==> src/rtl/lab04_abs_adder_seq.sv <==
// lab04_abs_adder_seq: bit-serial |a| + b (mode=0) or |a| + |b| (mode=1).
// Operands are captured on acceptance. A single full adder then consumes
// one bit per clock, LSB first. Absolute values are formed on the fly with
// a serial two's-complement negate: invert each bit and add an incoming
// carry that starts at 1.
//
// Handshake: a transfer happens on a rising edge where valid and ready are
// both high. The input side is ready only in IDLE. The output side is valid
// only in DONE. The producer may change its data freely while ready is low.
module lab04_abs_adder_seq #(
  parameter int WIDTH = 8
) (
  input  logic             clk,
  input  logic             rst_n,
  input  logic             in_valid,
  output logic             in_ready,
  input  logic [WIDTH-1:0] a,
  input  logic [WIDTH-1:0] b,
  input  logic             mode,
  output logic             out_valid,
  input  logic             out_ready,
  output logic [WIDTH-1:0] sum,
  output logic             c_out,
  output logic             busy,
  output logic [1:0]       o_dbg_state
);

  localparam int CW = (WIDTH > 2) ? $clog2(WIDTH) : 1;
  localparam int SW = WIDTH - 1;

  typedef enum logic [1:0] {
    S_IDLE = 2'd0,
    S_CALC = 2'd1,
    S_DONE = 2'd2
  } state_t;

  state_t          r_state;
  state_t          w_state_nxt;

  logic [WIDTH-1:0] r_a;
  logic [WIDTH-1:0] r_b;
  logic             r_mode;
  logic [CW-1:0]    r_cnt;
  logic             r_c;
  logic             r_na;
  logic             r_nb;
  logic [SW-1:0]    r_shift;   // sum bits 0..WIDTH-2, newest bit at the MSB end
  logic [WIDTH-1:0] r_sum;
  logic             r_cout;

  logic w_a_i;
  logic w_b_i;
  logic w_x;
  logic w_y;
  logic w_neg_b;
  logic w_s;
  logic w_c_next;
  logic w_na_next;
  logic w_nb_next;
  logic w_last;

  // Current operand bits and the serial negate / full-adder datapath
  always_comb begin
    w_a_i     = r_a[r_cnt];
    w_b_i     = r_b[r_cnt];
    w_neg_b   = r_mode & r_b[WIDTH-1];
    w_x       = r_a[WIDTH-1] ? (~w_a_i ^ r_na) : w_a_i;
    w_y       = w_neg_b ? (~w_b_i ^ r_nb) : w_b_i;
    w_na_next = ~w_a_i & r_na;
    w_nb_next = ~w_b_i & r_nb;
    w_s       = w_x ^ w_y ^ r_c;
    w_c_next  = (w_x & w_y) | ((w_x ^ w_y) & r_c);
    w_last    = (r_state == S_CALC) && (r_cnt == CW'(WIDTH - 1));
  end

  // State register
  always_ff @(posedge clk or negedge rst_n) begin
    if (!rst_n) begin
      r_state <= S_IDLE;
    end else begin
      r_state <= w_state_nxt;
    end
  end

  // Next-state logic
  always_comb begin
    w_state_nxt = r_state;
    case (r_state)
      S_IDLE:  if (in_valid)  w_state_nxt = S_CALC;
      S_CALC:  if (w_last)    w_state_nxt = S_DONE;
      S_DONE:  if (out_ready) w_state_nxt = S_IDLE;
      default: w_state_nxt = S_IDLE;
    endcase
  end

  // Status outputs are a pure function of the state
  always_comb begin
    in_ready    = (r_state == S_IDLE);
    busy        = (r_state == S_CALC);
    out_valid   = (r_state == S_DONE);
    o_dbg_state = r_state;
  end

  // Operand capture, serial computation and result latch
  always_ff @(posedge clk or negedge rst_n) begin
    if (!rst_n) begin
      r_a     <= '0;
      r_b     <= '0;
      r_mode  <= 1'b0;
      r_cnt   <= '0;
      r_c     <= 1'b0;
      r_na    <= 1'b0;
      r_nb    <= 1'b0;
      r_shift <= '0;
      r_sum   <= '0;
      r_cout  <= 1'b0;
    end else begin
      case (r_state)
        S_IDLE: begin
          if (in_valid) begin
            r_a    <= a;
            r_b    <= b;
            r_mode <= mode;
            r_cnt  <= '0;
            r_c    <= 1'b0;
            r_na   <= 1'b1;
            r_nb   <= 1'b1;
          end
        end
        S_CALC: begin
          r_cnt   <= r_cnt + CW'(1);
          r_c     <= w_c_next;
          r_na    <= w_na_next;
          r_nb    <= w_nb_next;
          r_shift <= SW'({w_s, r_shift} >> 1);
          // The visible result changes only when the last bit is produced
          if (w_last) begin
            r_sum  <= {w_s, r_shift};
            r_cout <= w_c_next;
          end
        end
        default: begin
        end
      endcase
    end
  end

  assign sum   = r_sum;
  assign c_out = r_cout;

endmodule

==> config.mk <==
export PLATFORM = sky130hd
export DESIGN_NAME = lab04_abs_adder_seq
export DESIGN_NICKNAME = d
export VERILOG_FILES = /design/src/rtl/lab04_abs_adder_seq.sv
export SDC_FILE = /design/constraint.sdc
export NUM_CORES = 1
export LEC_CHECK = 0
export ABC_CLOCK_PERIOD_IN_PS = 6350
export BUFFER_PORTS_ARGS = -buffer_cell sky130_fd_sc_hd__clkbuf_2
export CAP_MARGIN = 25
export CORE_UTILIZATION = 58
export DETAILED_ROUTE_END_ITERATION = 6
export PLACE_DENSITY = 0.83
export SLEW_MARGIN = 20
export SYNTH_ARGS = -nofsm -noshare
export SYNTH_HDL_FRONTEND = slang
export SYNTH_SLANG_ARGS = --single-unit
==> constraint.sdc <==
create_clock -name clk -period 6.35 [get_ports clk]
set_clock_uncertainty 0.15 [all_clocks]
set_input_delay 1.27 -clock clk [delete_from_list [all_inputs] [get_ports clk]]
set_output_delay 1.27 -clock clk [all_outputs]
set_load 0.02 [all_outputs]
# Yosys cells after proc, flatten, opt, wreduce, memory -nomap -nowiden
# Cells that the tools add are included.
[word_totals] reg_bits=41 output_inout_bits=14 word_cells=55
[classes] add_sub_neg=1 magnitude_cmp=1 n_eq_ne=6 mux=17 bitwise=12 n_reduce_logical=7
[op_table] op="$bmux W1 S3" count=2
[op_table] op="$mux W1" count=6
[op_table] op="$mux W2" count=3
[op_table] op="$pmux W1 S2" count=3
[op_table] op="$pmux W2 S3" count=1
[op_table] op="$pmux W3 S2" count=1
[op_table] op="$reduce_and A2 Y1" count=3
[op_table] op="$and A1 B1 Y1" count=5
[op_table] op="$lt A3 B4 Y1 const B" count=1
[op_table] op="$ne A2 B1 Y1 const B" count=2
[op_table] op="$xor A1 B1 Y1" count=4
[op_table] op="$add A3 B1 Y3 const B" count=1
[op_table] op="$eq A3 B3 Y1 const B" count=1
[op_table] op="$mux W3" count=1
[op_table] op="$reduce_and A3 Y1" count=1
[op_table] op="$eq A2 B1 Y1 const B" count=1
[op_table] op="$eq A2 B2 Y1 const B" count=1
[op_table] op="$logic_not A2 Y1" count=1
[op_table] op="$ne A2 B2 Y1 const B" count=1
[op_table] op="$not A1 Y1" count=2
[op_table] op="$reduce_bool A2 Y1" count=1
[op_table] op="$logic_and A1 B1 Y1" count=1
[op_table] op="$or A1 B1 Y1" count=1

# Longest topological paths before layout
[logic_depth] word_depth=9 depth_mapped=9 depth_no_buf=8

# Worst setup path before layout
# Ideal clock, no wire load.
[synth_path] path_type="register to output" startpoint="reg r_state[1] (netlist: o_dbg_state[1])" endpoint="out busy" t_arrival_ps=1258 required_time_ps=4930 path_slack_ps=3672 stages_incl_launch_ff=5 cell_sequence="dfrtp_1 > nand2b_1 > buf_2 > inv_1 > clkbuf_1"
[synth_between] elab_chain_cells=1
[synth_lines] element="start, declared" line_no="37" source="state_t r_state;"
[synth_lines] element="start signal, assigned" line_no="81" source="r_state <= w_state_nxt;"
[synth_lines] element="$eq A2 B1 Y1" line_no="99" source="busy = (r_state == S_CALC);"
[synth_lines] element="end, declared" line_no="24" source="output logic busy,"
# No other way between the ends.

# Worst setup path after layout
# Ends and elaborated chain as after synthesis.

==> flow_summary.ini <==
[placed_design]
port_buffers = 34
gp_congestion = 0.819
dpl.hpwl_um = 2160

[drt]
wirelength_um = 3100
dr.pass1.iters = 7
met1_length_um = 1230
wl_per_cell_um = 14.5
routed_via_density = 5.63
top_layer = met4
drc = 1
first_iter_violations = 28
dr_wl_met3_um = 138
wl_met2_um = 1650
vias = 1204
antenna_left = 0

[pwr]
p_leak_nw = 1.07
power_density_nw_per_um2 = 544
peakVddDrop_mv = 0.352

[cts]
clock-sinks = 41
cts_buffers = 5
clockRootBuffer = clkbuf_4
cts_buffer_depth = 2
clk-insertion-delay-late_ns = 0.36
path_clk_slew_ns = 0.11
ctsHoldBuffers = 0
cts_tree = done
cts_setup_buffers = 0
cts_htree_levels = 2
ctsResizeCount = 0

[yosys]
synth.distinct_cells = 25
synth_top_family_by_area = multiplexers
syn_avg_cell_area_um2 = 12.4
syn-cell-area_um2 = 1800
synth_edf_count = 0
ys_async_sr_fraction_pct = 100
ys.flop_type = dfrtp_1
synth-xor-area-share_pct = 0
yosysSeqAreaShare_pct = 56.9
synth_compound_area_share_pct = 4.65
muxShareOfSynthArea_pct = 21.4
yosys.area_share.simple_pct = 10.1
ys_ff_latch = 41
synth.net_count = 172
yosysWarnings = 0
synth_adder_area_share_pct = 3.88
syn_inst = 146

[grt]
grt_max_degree = 42
grt_pass1_wl_um = 5370
antenna_found_initial = 0
grt_use_total_pct = 21.5
grt_pass1_vias = 1272
globalRoute.totalOverflow = 0

[critical_path]
worstPathRequired_ns = 4.93
crit_type = reg2out
cp_max_fo = 17
end_kind = output pin
cp.arrival_ns = 1.87
critPathLaunchType = register

[cells_and_area]
area_delta_synth_final_pct = 17.1
final_core_util_pct = 74.0
final_nets = 208
drive_above_1_share_pct = 39.3
final_cell_mix = dfrtp_1, nand2_1, clkbuf_2
layout_commonest_cell = dfrtp_1
fillers = 206
diodes = 0

[timing]
drv_slew = 0
relSlewSlack_pct = 63.1
worst_pin_slew_ns = 0.554
timing.final.crit_share_pct = 51.7
rsz0062_at_grt = false
fmax_mhz = 304
setup_viol = 0
tns_ns = 0
finalCriticalPeriod_ns = 3.29
hold_viol = 0

[floorplan]
die_y_um = 57.8
initial_utilization_pct = 63.2
die_w_um = 57.8
io_pins = 35
rows = 19
dieArea_um2 = 3340
core_um2 = 2850

[status]
violations = design-rule violations
status = finished, violations left

[worst_hold_path]
hold_path.class = reg2reg

[run]
max_cap_viol_count = 0
## synthesized netlist by cell type (all sizes together) (4+ instances only)
| cell | number | area share [%] |
|---|---|---|
| dfrtp | 41 | 57 |
| nand2 | 34 | 7.1 |
| mux2 | 26 | 16 |
| inv | 5 | 1.0 |
| ha | 4 | 2.8 |
| mux2i | 4 | 2.2 |
| o21ai | 9 | 2.5 |
| buf | 5 | 1.7 |
## sequential cells by signal (all words and copies together) (netlist names), 2 cells and up
signal / count
r_a: 8
r_b: 8
sum: 8
r_shift: 7
r_cnt: 3
o_dbg_state: 2
## power by group
part / switching (mW) / leakage [nW] / total [mW] / internal [mW]
logic: 0.233 / 0.512 / 0.465 / 0.232
clock network: 0.0863 / 0.0552 / 0.208 / 0.122
registers: 0.0925 / 0.506 / 0.475 / 0.383
## per-layer routing
layer	global-route usage (%)	vias up
li1	-	570
met3	4.91	11
met2	39.5	32
met5	0	-
met1	22.8	591
met4	11.6	0
## critical path: stages, from the launching register on
cell	delay (ns)
dfrtp_1	0.44
nand2b_1	0.41
inv_1	0.41
clkbuf_2	0.24
## per-stage QoR
step                area [um2]  hold slack, ns  power (mW)  cells  setup slack (ns)
floorplan                 1800           0.292       0.826    146              3.67
global placement          1980           0.313       0.910    205              3.54
detailed placement        1980           0.323       0.946    205              3.49
CTS                       2080           0.350        1.15    213              3.09
global route              2110           0.384        1.23    214              2.94
finish                    2110           0.337        1.15    214              3.06
## final cells by class
| type | instances | area (um2) | share of cell area [%] |
|---|---|---|---|
| Tap cell | 31 | 38.8 | 1.84 |
| Clock inverter | 3 | 65.1 | 3.08 |
| Clock buffer | 5 | 37.5 | 1.78 |
| Timing Repair Buffer | 36 | 205 | 9.72 |
| Sequential cell | 41 | 1030 | 48.6 |
| Multi-Input combinational cell | 93 | 721 | 34.1 |
| Inverter | 5 | 18.8 | 0.889 |
## path summary, 6_finish.rpt
kind	slack [ns]	to	cells past startpoint	start
min	0.34	r_shift[0]$_DFFE_PN0P_	2	r_shift[0]$_DFFE_PN0P_
max reg2reg	3.52	r_shift[6]$_DFFE_PN0P_	8	r_cnt[0]$_DFFE_PN0P_
max in group asynchronous	4.85	r_b[5]$_DFFE_PN0P_	2	rst_n
min reg2reg	0.34	r_shift[0]$_DFFE_PN0P_	2	r_shift[0]$_DFFE_PN0P_
min in group asynchronous	0.71	r_cnt[2]$_DFFE_PN0P_	1	rst_n
max	3.06	busy	3	o_dbg_state[1]$_DFFE_PN0P_
## kinds of logic (layout without fill, tap and decap cells)
family	Yosys count	in the layout
adders and majority gates	5	5
DFF	41	41
AOI/OAI and AO/OA	14	14
muxes	32	32
buffers and inverters	12	49
and+or+nand+nor	42	42
(Power assumes the default switching activity.)
